--- src/rtl/ps2_dev_tx.sv ---
// ---------------------------------------------------------------------------
// ps2_dev_tx
//   Device-side PS/2 transmitter. Scan-code bytes are accepted on a
//   valid/ready interface and queued in a small FIFO. Each byte is sent as
//   an 11-bit frame (start 0, data LSB first, odd parity, stop 1) on
//   generated clock/data lines. A host inhibit before the stop bit aborts
//   the frame; the byte is kept and sent again once the inhibit clears.
//
// Ports
//   clk           system clock
//   reset         asynchronous, active-high reset
//   din           byte to send
//   din_valid     din is presented
//   din_ready     FIFO can accept (transfer on din_valid & din_ready)
//   inhibit       host inhibit, already synchronised to clk
//   ps2_kbd_clk   PS/2 clock, idle high
//   ps2_kbd_data  PS/2 data, idle high
//   busy          frame/gap in progress or FIFO non-empty
//   abort_cnt     saturating count of frames aborted by inhibit
// ---------------------------------------------------------------------------
module ps2_dev_tx #(
    parameter int CLK_DIV    = 600,
    parameter int IDLE_GAP   = 1200,
    parameter int FIFO_DEPTH = 8
) (
    input  logic       clk,
    input  logic       reset,
    input  logic [7:0] din,
    input  logic       din_valid,
    output logic       din_ready,
    input  logic       inhibit,
    output logic       ps2_kbd_clk,
    output logic       ps2_kbd_data,
    output logic       busy,
    output logic [7:0] abort_cnt
);

    localparam int PTR_W   = $clog2(FIFO_DEPTH);
    localparam int CNT_W   = PTR_W + 1;
    localparam int TMR_MAX = (CLK_DIV > IDLE_GAP) ? CLK_DIV : IDLE_GAP;
    localparam int TMR_W   = $clog2(TMR_MAX + 1);

    localparam logic [TMR_W-1:0] SLOT_LOAD      = TMR_W'(CLK_DIV - 1);
    localparam logic [TMR_W-1:0] GAP_LOAD       = TMR_W'(IDLE_GAP - 1);
    localparam logic [TMR_W-1:0] TMR_ZERO       = TMR_W'(0);
    localparam logic [TMR_W-1:0] TMR_ONE        = TMR_W'(1);
    localparam logic [CNT_W-1:0] CNT_FULL       = CNT_W'(FIFO_DEPTH);
    localparam logic [CNT_W-1:0] CNT_ZERO       = CNT_W'(0);
    localparam logic [CNT_W-1:0] CNT_ONE        = CNT_W'(1);
    localparam logic [PTR_W-1:0] PTR_ONE        = PTR_W'(1);
    localparam logic [3:0]       LAST_BIT       = 4'd10;
    localparam logic [3:0]       LAST_ABORTABLE = 4'd9;

    typedef enum logic [2:0] {
        ST_IDLE    = 3'd0,
        ST_LOAD    = 3'd1,
        ST_SLOT_HI = 3'd2,
        ST_SLOT_LO = 3'd3,
        ST_GAP     = 3'd4,
        ST_HOLD    = 3'd5
    } state_t;

    // Odd parity bit: set when the byte holds an even number of ones.
    function automatic logic odd_parity(input logic [7:0] b);
        return ~^b;
    endfunction

    // Full frame, bit 0 transmitted first.
    function automatic logic [10:0] build_frame(input logic [7:0] b);
        return {1'b1, odd_parity(b), b, 1'b0};
    endfunction

    // ---------------------------------------------------------------------
    // FIFO storage and bookkeeping
    // ---------------------------------------------------------------------
    logic [7:0]       mem_r [FIFO_DEPTH];
    logic [PTR_W-1:0] wr_ptr_r;
    logic [PTR_W-1:0] rd_ptr_r;
    logic [CNT_W-1:0] count_r;
    logic [CNT_W-1:0] count_s;
    logic             push_s;
    logic             pop_s;
    logic             fifo_empty_s;
    logic [7:0]       fifo_head_s;

    assign din_ready    = (count_r != CNT_FULL);
    assign push_s       = din_valid & din_ready;
    assign fifo_empty_s = (count_r == CNT_ZERO);
    assign fifo_head_s  = mem_r[rd_ptr_r];

    // Next FIFO occupancy; simultaneous push and pop leave it unchanged.
    always_comb begin
        count_s = count_r;
        case ({push_s, pop_s})
            2'b10:   count_s = count_r + CNT_ONE;
            2'b01:   count_s = count_r - CNT_ONE;
            default: count_s = count_r;
        endcase
    end

    // FIFO storage, pointers (wrap naturally at the power-of-2 depth) and count.
    always_ff @(posedge clk or posedge reset) begin
        if (reset) begin
            for (int i = 0; i < FIFO_DEPTH; i++) begin
                mem_r[i] <= 8'h00;
            end
            wr_ptr_r <= '0;
            rd_ptr_r <= '0;
            count_r  <= CNT_ZERO;
        end else begin
            if (push_s) begin
                mem_r[wr_ptr_r] <= din;
                wr_ptr_r        <= wr_ptr_r + PTR_ONE;
            end
            if (pop_s) begin
                rd_ptr_r <= rd_ptr_r + PTR_ONE;
            end
            count_r <= count_s;
        end
    end

    // ---------------------------------------------------------------------
    // Frame sequencer
    // ---------------------------------------------------------------------
    state_t           state_r, state_s;
    logic [TMR_W-1:0] timer_r, timer_s;
    logic [3:0]       bit_idx_r, bit_idx_s;
    logic [10:0]      frame_r, frame_s;
    logic [7:0]       byte_r, byte_s;
    logic             clk_out_r, clk_out_s;
    logic             data_out_r, data_out_s;
    logic             abort_s;
    logic             busy_r, busy_s;
    logic [7:0]       abort_cnt_r;
    logic             can_abort_s;

    assign can_abort_s = inhibit && (bit_idx_r <= LAST_ABORTABLE);

    // Next-state, next line levels and FIFO pop request.
    always_comb begin
        state_s    = state_r;
        timer_s    = timer_r;
        bit_idx_s  = bit_idx_r;
        frame_s    = frame_r;
        byte_s     = byte_r;
        clk_out_s  = clk_out_r;
        data_out_s = data_out_r;
        pop_s      = 1'b0;
        abort_s    = 1'b0;

        case (state_r)
            ST_IDLE: begin
                clk_out_s  = 1'b1;
                data_out_s = 1'b1;
                if (!fifo_empty_s && !inhibit) begin
                    pop_s   = 1'b1;
                    byte_s  = fifo_head_s;
                    state_s = ST_LOAD;
                end else begin
                    state_s = ST_IDLE;
                end
            end

            ST_LOAD: begin
                frame_s    = build_frame(byte_r);
                bit_idx_s  = 4'd0;
                timer_s    = SLOT_LOAD;
                clk_out_s  = 1'b1;
                data_out_s = 1'b0;
                state_s    = ST_SLOT_HI;
            end

            ST_SLOT_HI: begin
                if (can_abort_s) begin
                    clk_out_s  = 1'b1;
                    data_out_s = 1'b1;
                    abort_s    = 1'b1;
                    timer_s    = GAP_LOAD;
                    state_s    = ST_HOLD;
                end else if (timer_r == TMR_ZERO) begin
                    clk_out_s = 1'b0;
                    timer_s   = SLOT_LOAD;
                    state_s   = ST_SLOT_LO;
                end else begin
                    timer_s = timer_r - TMR_ONE;
                end
            end

            ST_SLOT_LO: begin
                if (can_abort_s) begin
                    clk_out_s  = 1'b1;
                    data_out_s = 1'b1;
                    abort_s    = 1'b1;
                    timer_s    = GAP_LOAD;
                    state_s    = ST_HOLD;
                end else if (timer_r == TMR_ZERO) begin
                    clk_out_s = 1'b1;
                    if (bit_idx_r < LAST_BIT) begin
                        // Data only moves on entry to the high phase.
                        bit_idx_s  = bit_idx_r + 4'd1;
                        data_out_s = frame_r[bit_idx_r + 4'd1];
                        timer_s    = SLOT_LOAD;
                        state_s    = ST_SLOT_HI;
                    end else begin
                        data_out_s = 1'b1;
                        timer_s    = GAP_LOAD;
                        state_s    = ST_GAP;
                    end
                end else begin
                    timer_s = timer_r - TMR_ONE;
                end
            end

            ST_GAP: begin
                clk_out_s  = 1'b1;
                data_out_s = 1'b1;
                if (timer_r == TMR_ZERO) begin
                    if (!fifo_empty_s && !inhibit) begin
                        // Queued byte: start the next frame straight away so
                        // the quiet time between frames is exactly IDLE_GAP.
                        pop_s      = 1'b1;
                        byte_s     = fifo_head_s;
                        frame_s    = build_frame(fifo_head_s);
                        bit_idx_s  = 4'd0;
                        timer_s    = SLOT_LOAD;
                        data_out_s = 1'b0;
                        state_s    = ST_SLOT_HI;
                    end else begin
                        state_s = ST_IDLE;
                    end
                end else begin
                    timer_s = timer_r - TMR_ONE;
                end
            end

            ST_HOLD: begin
                // Retained byte goes out again ahead of anything in the FIFO.
                clk_out_s  = 1'b1;
                data_out_s = 1'b1;
                if (inhibit) begin
                    timer_s = GAP_LOAD;
                end else if (timer_r == TMR_ZERO) begin
                    state_s = ST_LOAD;
                end else begin
                    timer_s = timer_r - TMR_ONE;
                end
            end

            default: begin
                clk_out_s  = 1'b1;
                data_out_s = 1'b1;
                state_s    = ST_IDLE;
            end
        endcase
    end

    assign busy_s = (state_s != ST_IDLE) || (count_s != CNT_ZERO);

    // Sequencer registers and registered line/status outputs.
    always_ff @(posedge clk or posedge reset) begin
        if (reset) begin
            state_r    <= ST_IDLE;
            timer_r    <= TMR_ZERO;
            bit_idx_r  <= 4'd0;
            frame_r    <= 11'h7FF;
            byte_r     <= 8'h00;
            clk_out_r  <= 1'b1;
            data_out_r <= 1'b1;
            busy_r     <= 1'b0;
        end else begin
            state_r    <= state_s;
            timer_r    <= timer_s;
            bit_idx_r  <= bit_idx_s;
            frame_r    <= frame_s;
            byte_r     <= byte_s;
            clk_out_r  <= clk_out_s;
            data_out_r <= data_out_s;
            busy_r     <= busy_s;
        end
    end

    // Saturating abort counter.
    always_ff @(posedge clk or posedge reset) begin
        if (reset) begin
            abort_cnt_r <= 8'h00;
        end else if (abort_s && (abort_cnt_r != 8'hFF)) begin
            abort_cnt_r <= abort_cnt_r + 8'h01;
        end else begin
            abort_cnt_r <= abort_cnt_r;
        end
    end

    assign ps2_kbd_clk  = clk_out_r;
    assign ps2_kbd_data = data_out_r;
    assign busy         = busy_r;
    assign abort_cnt    = abort_cnt_r;

endmodule

--- config.mk ---
export PLATFORM = sky130hd
export DESIGN_NAME = ps2_dev_tx
export DESIGN_NICKNAME = d
export VERILOG_FILES = /design/src/rtl/ps2_dev_tx.sv
export SDC_FILE = /design/constraint.sdc
export NUM_CORES = 1
export LEC_CHECK = 0
export BUFFER_PORTS_ARGS = -buffer_cell sky130_fd_sc_hd__buf_2
export CAP_MARGIN = 40
export CORE_MARGIN = 10
export CORE_UTILIZATION = 35
export DETAILED_ROUTE_END_ITERATION = 8
export HOLD_SLACK_MARGIN = 0.12
export MAX_ROUTING_LAYER = met4
export REMOVE_ABC_BUFFERS = 1
export SLEW_MARGIN = 10
export SYNTH_ARGS = -nofsm -noshare
export SYNTH_HDL_FRONTEND = slang
export SYNTH_SLANG_ARGS = --single-unit
--- constraint.sdc ---
create_clock -name clk -period 3.4 [get_ports clk]
set_input_delay 0.17 -clock clk [delete_from_list [all_inputs] [get_ports clk]]
set_output_delay 0.17 -clock clk [all_outputs]
set_load 0.1 [all_outputs]
# Yosys cells after proc, flatten, opt, wreduce, memory -nomap -nowiden
# Index checks and enable logic that the tools add are counted.
[totals] regBits=122 output_inout_bits=12
[op_classes] addsub=7 n_lt_le_gt_ge=6 eq_ne=19 muxes=59 n_bitwise=3 reduce_logical=25
[op_table] cell="$mux 11" count=11
[op_table] cell="$bwmux 64" count=1
[op_table] cell="$pmux 11 s5" count=1
[op_table] cell="$mux 8" count=5
[op_table] cell="$bmux 8 s3" count=1
[op_table] cell="$demux 8 s3" count=1
[op_table] cell="$mux 3" count=8
[op_table] cell="$pmux 11 s2" count=1
[op_table] cell="$mux 4" count=5
[op_table] cell="$pmux 3 s6" count=1
[op_table] cell="$mux 1" count=16
[op_table] cell="$pmux 8 s2" count=1
[op_table] cell="$reduce_xnor 8->1" count=2
[op_table] cell="$ne 2x2->1 const B" count=6
[op_table] cell="$ne 3x3->1 const B" count=4
[op_table] cell="$pmux 4 s3" count=1
[op_table] cell="$logic_not 11->1" count=1
[op_table] cell="$sub 11x1->11 const B" count=1
[op_table] cell="$add 4x1->4 const B" count=2
[op_table] cell="$add 8x1->8 const B" count=1
[op_table] cell="$ge 4x4->1 const B" count=2
[op_table] cell="$ne 8x8->1 const B" count=1
[op_table] cell="$not 3->4" count=2
[op_table] cell="$pmux 4 s2" count=1
[op_table] cell="30 further kinds" count=43

# Logic depth before layout (Yosys ltp)
[logic_depth] word_depth=10 ltp_mapped=12

# Least setup slack after synthesis
# OpenSTA, ideal clock, no wires.
[synth_path] kind="flip-flop to flip-flop" start="reg count_r[0]" end="reg busy_r (netlist: busy)" arrival_ns=3.153 required_time_ns=3.261 setup_slack_ns=0.108 path_stages_with_launch=12 n_path_buf=2 cell_sequence="dfrtp_1 > buf_2 > nor3_1 > nand2_1 > and2_1 > buf_2 > clkinv_1 > ha_1 > nor4_1 > mux2i_1 > xnor2_1 > or4_1"
[synth_via] elab_cells_between_ends=20 classes_between="add/sub: 2; eq/ne: 3; mux: 8; bitwise: 1; reduce/logical: 6"
[synth_lines] element="start: declaration" line="79" rtl="logic [CNT_W-1:0] count_r;"
[synth_lines] element="start signal: assignment" line="118" rtl="count_r <= count_s;"
[synth_lines] element="$ne 4x4->1 *" line="86" rtl="assign din_ready = (count_r != CNT_FULL);"
[synth_lines] element="net din_ready" line="30" rtl="output logic din_ready,"
[synth_lines] element="$and 1x1->1 *" line="87" rtl="assign push_s = din_valid & din_ready;"
[synth_lines] element="$eq 2x1->1 / $eq 2x2->1 (equally long branches)" line="94" rtl="case ({push_s, pop_s})"
[synth_lines] element="$pmux 4 s2 *" line="94"
[synth_lines] element="net count_s[3]" line="80" rtl="logic [CNT_W-1:0] count_s;"
[synth_lines] element="$reduce_bool 4->1 *" line="257" rtl="assign busy_s = (state_s != ST_IDLE) || (count_s != CNT_ZERO);"
[synth_lines] element="$logic_or 1x1->1 *" line="257"
[synth_lines] element="net busy_s" line="133" rtl="logic busy_r, busy_s;"
[synth_lines] element="end signal: assignment" line="278" rtl="busy_r <= busy_s;"
[synth_lines] element="end: declaration" line="133"
# The timed path passes the listed nets; every way through them passes the cells marked *.
# A chain may end at the register's enable or synchronous reset.

# Worst setup path after layout
[layout_path] start="reg timer_r[0]" end="reg busy_r (netlist: busy)"
[layout_via] elab_chain_len=7 elab_cells_between_ends=17 classes_between="eq/ne: 2; mux: 11; reduce/logical: 4"
[layout_lines] element="start: declaration" line="126" rtl="logic [TMR_W-1:0] timer_r, timer_s;"
[layout_lines] element="start signal: assignment" line="272" rtl="timer_r <= timer_s;"
[layout_lines] element="$logic_not 11->1 *" line="217" rtl="if (timer_r == TMR_ZERO) begin"
[layout_lines] element="$mux 1 *" line="217"
[layout_lines] element="$pmux 1 s2 *" line="151" rtl="case (state_r)"
[layout_lines] element="$eq 2x1->1 / $eq 2x2->1 (equally long branches)" line="94"
[layout_lines] element="$pmux 4 s2 *" line="94"
[layout_lines] element="net count_s[2]" line="80"
[layout_lines] element="$reduce_bool 4->1 *" line="257"
[layout_lines] element="$logic_or 1x1->1 *" line="257"
[layout_lines] element="net busy_s" line="133"
# Marks and branches as above.

==> impl_results.rst <==
.. list-table::
   :header-rows: 1

   * - Metric
     - Value
   * - Outcome
     - complete, no violations
   * - Class of the worst hold path
     - in2async
   * - Post-Synthesis Cell Area
     - 6210 µm²
   * - Inst Count DP
     - 768
   * - Ratio of cells with drive above 1 in the final layout
     - 31.4%
   * - Die X
     - 153 µm
   * - Instance count of the mapped netlist
     - 537
   * - Wire length of the first global-routing pass
     - 22700 µm
   * - Final cycle utilization of the critical path
     - 96.5%
   * - Number of distinct library cell variants in the gate-level netlist after synthesis
     - 59
   * - Total CTS buffers
     - 17
   * - Clock insertion delay at the later pin of the skew report
     - 0.42 ns
   * - Sequential fraction of design power
     - 33.7%
   * - Detailed-routing iteration count for the pre-antenna-repair pass
     - 4
   * - Std cell rows
     - 48
   * - DRC errors left
     - 0
   * - Leakage power figure
     - 3.07 nW
   * - I/O pin count
     - 24
   * - Antenna violations before repair
     - 0
   * - Fraction of synthesized cell area taken by the top area cell type
     - 44.0%
   * - Area added between synthesis and finish
     - 19.1%
   * - Pin count of the biggest net entering global routing
     - 68
   * - Number of diodes
     - 0
   * - Crit path arrival time
     - 3.57 ns
   * - Number of pins exceeding their max-slew limit in the final report
     - 0
   * - Routed vias
     - 4295
   * - Number of port buffers
     - 23
   * - Final weighted congestion in routability-driven placement
     - 0.898
   * - Synth area leader
     - dfrtp_1
   * - Kind of end point of the critical path
     - register
   * - Routed length per placed instance
     - 16.6 µm
   * - Startpoint class of the critical path
     - register
   * - Startpoint-to-endpoint class of the critical path
     - reg2reg
   * - Clock tree from TritonCTS
     - built
   * - # Max-Cap Violations
     - 0
   * - Tightest slew margin relative to the limit
     - 42.8%
   * - CP Max Fanout
     - 4
   * - Final critical path time including I/O delays and setup
     - 3.28 ns
   * - Count of filler cells inserted in the layout
     - 1607
   * - Ratio of total power to cell area
     - 1060 nW/µm²
   * - Setup TNS
     - 0 ns
   * - Minimum setup slack after placement
     - 0.0639 ns
   * - Final ANT Viol Nets
     - 0
   * - Worst vdd ir
     - 0.000654 V
   * - Asr flop ratio synth
     - 100%
   * - Mean cell area of the mapped netlist
     - 11.6 µm²
   * - Initial Util
     - 35.8%
   * - Actual transition at the worst max-transition pin
     - 0.855 ns
   * - Area of the core
     - 17400 µm²
   * - Worst setup slack after layout
     - 0.119 ns
   * - Detailed-route wire length
     - 13500 µm
   * - Final setup violation count
     - 0
   * - Number of flops mapped to enable cells by yosys
     - 0
   * - Flip-flop cell with the highest count after synthesis
     - dfrtp_1
   * - Htree depth
     - 4
   * - P_int
     - 4.84 mW
   * - Total die area
     - 23500 µm²
   * - Fraction of power spent switching nets
     - 37.9%
   * - NetSw
     - 2.96 mW
   * - Total global routing track utilization
     - 12.1%
   * - Most area-consuming cells after synthesis
     - dfrtp_1 (44%), mux2_2 (12%), mux4_2 (6.5%), dfstp_2 (5.1%), o21ai_0 (4.4%)
   * - Most common cell after layout, fill and taps aside
     - dfrtp_1
   * - Worst setup skew after layout
     - 0.0113 ns
   * - Fin nets
     - 600
   * - Vias in the first global route
     - 4457
   * - Number of warnings issued by yosys
     - 0
   * - Data required time at the worst endpoint
     - 3.69 ns
   * - CTS sink cnt
     - 121
   * - Clk pin slew, worst setup/hold paths
     - 0.06 ns
   * - Combinational group share of total power
     - 42.8%
   * - DP HPWL
     - 9270 µm
   * - Detail-routed via count per cell
     - 5.28
   * - Number of storage elements in the synthesis netlist
     - 121
   * - Final Instance Count excl. Fillers
     - 814
   * - Worst reg2reg path depth
     - 12
   * - Library cell used as clock root buffer
     - clkbuf_16
   * - Peak Freq
     - 0.305 GHz
   * - Commonest cells after routing, fill and taps aside
     - dfrtp_1 (109), mux2_2 (67), o21ai_0 (54)
   * - Sequential area share after synthesis
     - 49.0%
   * - Number of DRC markers after the initial detailed-route iteration
     - 212
   * - Remaining global-route overflow
     - 0
   * - Final Hold Viols
     - 0
   * - Die Ht
     - 153 µm
   * - Maximum clock path buffer count
     - 2
   * - Fraction of power consumed by the clock network
     - 23.5%
-- registers in the layout, summed over array words and instances, names as in the netlist --
name / count
abort_cnt: 8
wr_ptr_r: 3
busy: 1
mem_r: 64
byte_r: 8
ps2_kbd_clk: 1
count_r: 4
state_r: 3
frame_r: 10
timer_r: 11
rd_ptr_r: 3
ps2_kbd_data: 1
bit_idx_r: 4
-- synthesized netlist by cell type, types with 8 or more instances --
| master | instances |
|---|---|
| xnor2_1 | 28 |
| dfrtp_1 | 109 |
| inv_1 | 13 |
| mux4_2 | 18 |
| nand2_1 | 50 |
| nor4_1 | 8 |
| clkbuf_1 | 16 |
| a21oi_1 | 19 |
| mux2_2 | 67 |
| mux2i_1 | 11 |
| o21ai_0 | 54 |
| ha_1 | 10 |
| dfstp_2 | 12 |
| nor2_1 | 21 |
| nand3_1 | 13 |
-- power groups by stage --
stage                     logic, mW  registers (mW)  clock network (mW)
after floorplan                2.29            2.80                   0
after global placement         3.17            2.57                   0
after detailed placement       3.25            2.64                   0
after CTS                      3.27            2.62                1.87
after global routing           3.69            2.71                1.94
final                          3.34            2.63                1.84
-- metrics by stage --
step           utilization (%)  total power, mW  cell area, µm²  hold slack (ns)
2_1_floorplan                -             5.10            6100            0.321
5_1_grt                   42.6             8.34            7390            0.267
3_3_place_gp              37.9             5.74            6570            0.386
4_1_cts                   41.8             7.75            7260            0.243
3_5_place_dp              37.9             5.89            6570            0.400
6_report                  42.6             7.80            7390            0.254
-- logic make-up (layout without fill, tap and decap cells) --
| logic type | Yosys count | count (layout) | synth area share, % |
|---|---|---|---|
| DFF | 121 | 121 | 49.0 |
| xor gates and xnor gates | 33 | 33 | 4.66 |
| AOI/OAI and AO/OA | 100 | 100 | 9.76 |
| adders and majority gates | 10 | 10 | 2.02 |
| and+or+nand+nor | 138 | 138 | 11.5 |
| buffers and inverters | 39 | 91 | 2.58 |
| muxes | 96 | 96 | 20.5 |
-- worst max-delay path: stages, from the launching register on --
cell and delay, ns:
dfrtp_1 0.40, inv_2 0.11, ha_4 0.14, or4b_4 0.50
o31ai_4 0.37, nand2_2 0.13, xnor2_2 0.18, ha_1 0.20
a21o_1 0.18, nand3_1 0.09, nor3b_4 0.24, xor2_2 0.10
or4_1 0.51
-- metal layers --
metal | wire length (µm) | part of all wire (%) | vias to the layer above | track usage (%)
li1 | - | - | 2047 | -
met1 | 6200 | 46 | 2147 | 14.7
met2 | 6590 | 49 | 76 | 18.8
met3 | 468 | 3.5 | 25 | 3.25
met4 | 246 | 1.8 | 0 | 4.45
met5 | 0 | 0 | - | -
-- path summary, 6_finish.rpt --
kind | start | endpoint | slack [ns]
min reg2reg | frame_r[4]$_DFFE_PP1P_ | frame_r[4]$_DFFE_PP1P_ | 0.48
max in group asynchronous | reset | frame_r[7]$_DFFE_PP1P_ | 2.24
min | reset | timer_r[9]$_DFFE_PP0P_ | 0.25
min in group clk | din_valid | wr_ptr_r[1]$_DFFE_PP0P_ | 0.26
max | timer_r[0]$_DFFE_PP0P_ | busy$_DFF_PP0_ | 0.12
max reg2reg | timer_r[0]$_DFFE_PP0P_ | busy$_DFF_PP0_ | 0.12
-- layout make-up --
type,instances,area (µm²),area share [%]
repair buffers,47,350,4.74
flip-flops and latches,121,3040,41.2
clock buffers,17,425,5.76
multi-input cells,377,3060,41.4
inverters,14,55.1,0.745
well taps,225,282,3.81
clock inverters,13,171,2.32
-- what timing repair did --
item                                    in CTS  in global routing
endpoints found under the setup margin       0                  1
endpoints found under the hold margin      122                  0
hold buffers                                 9                  0
buffers inserted                             0                  6
resized for setup                            0                 13
No activity file was read; power rests on OpenSTA's default activity.
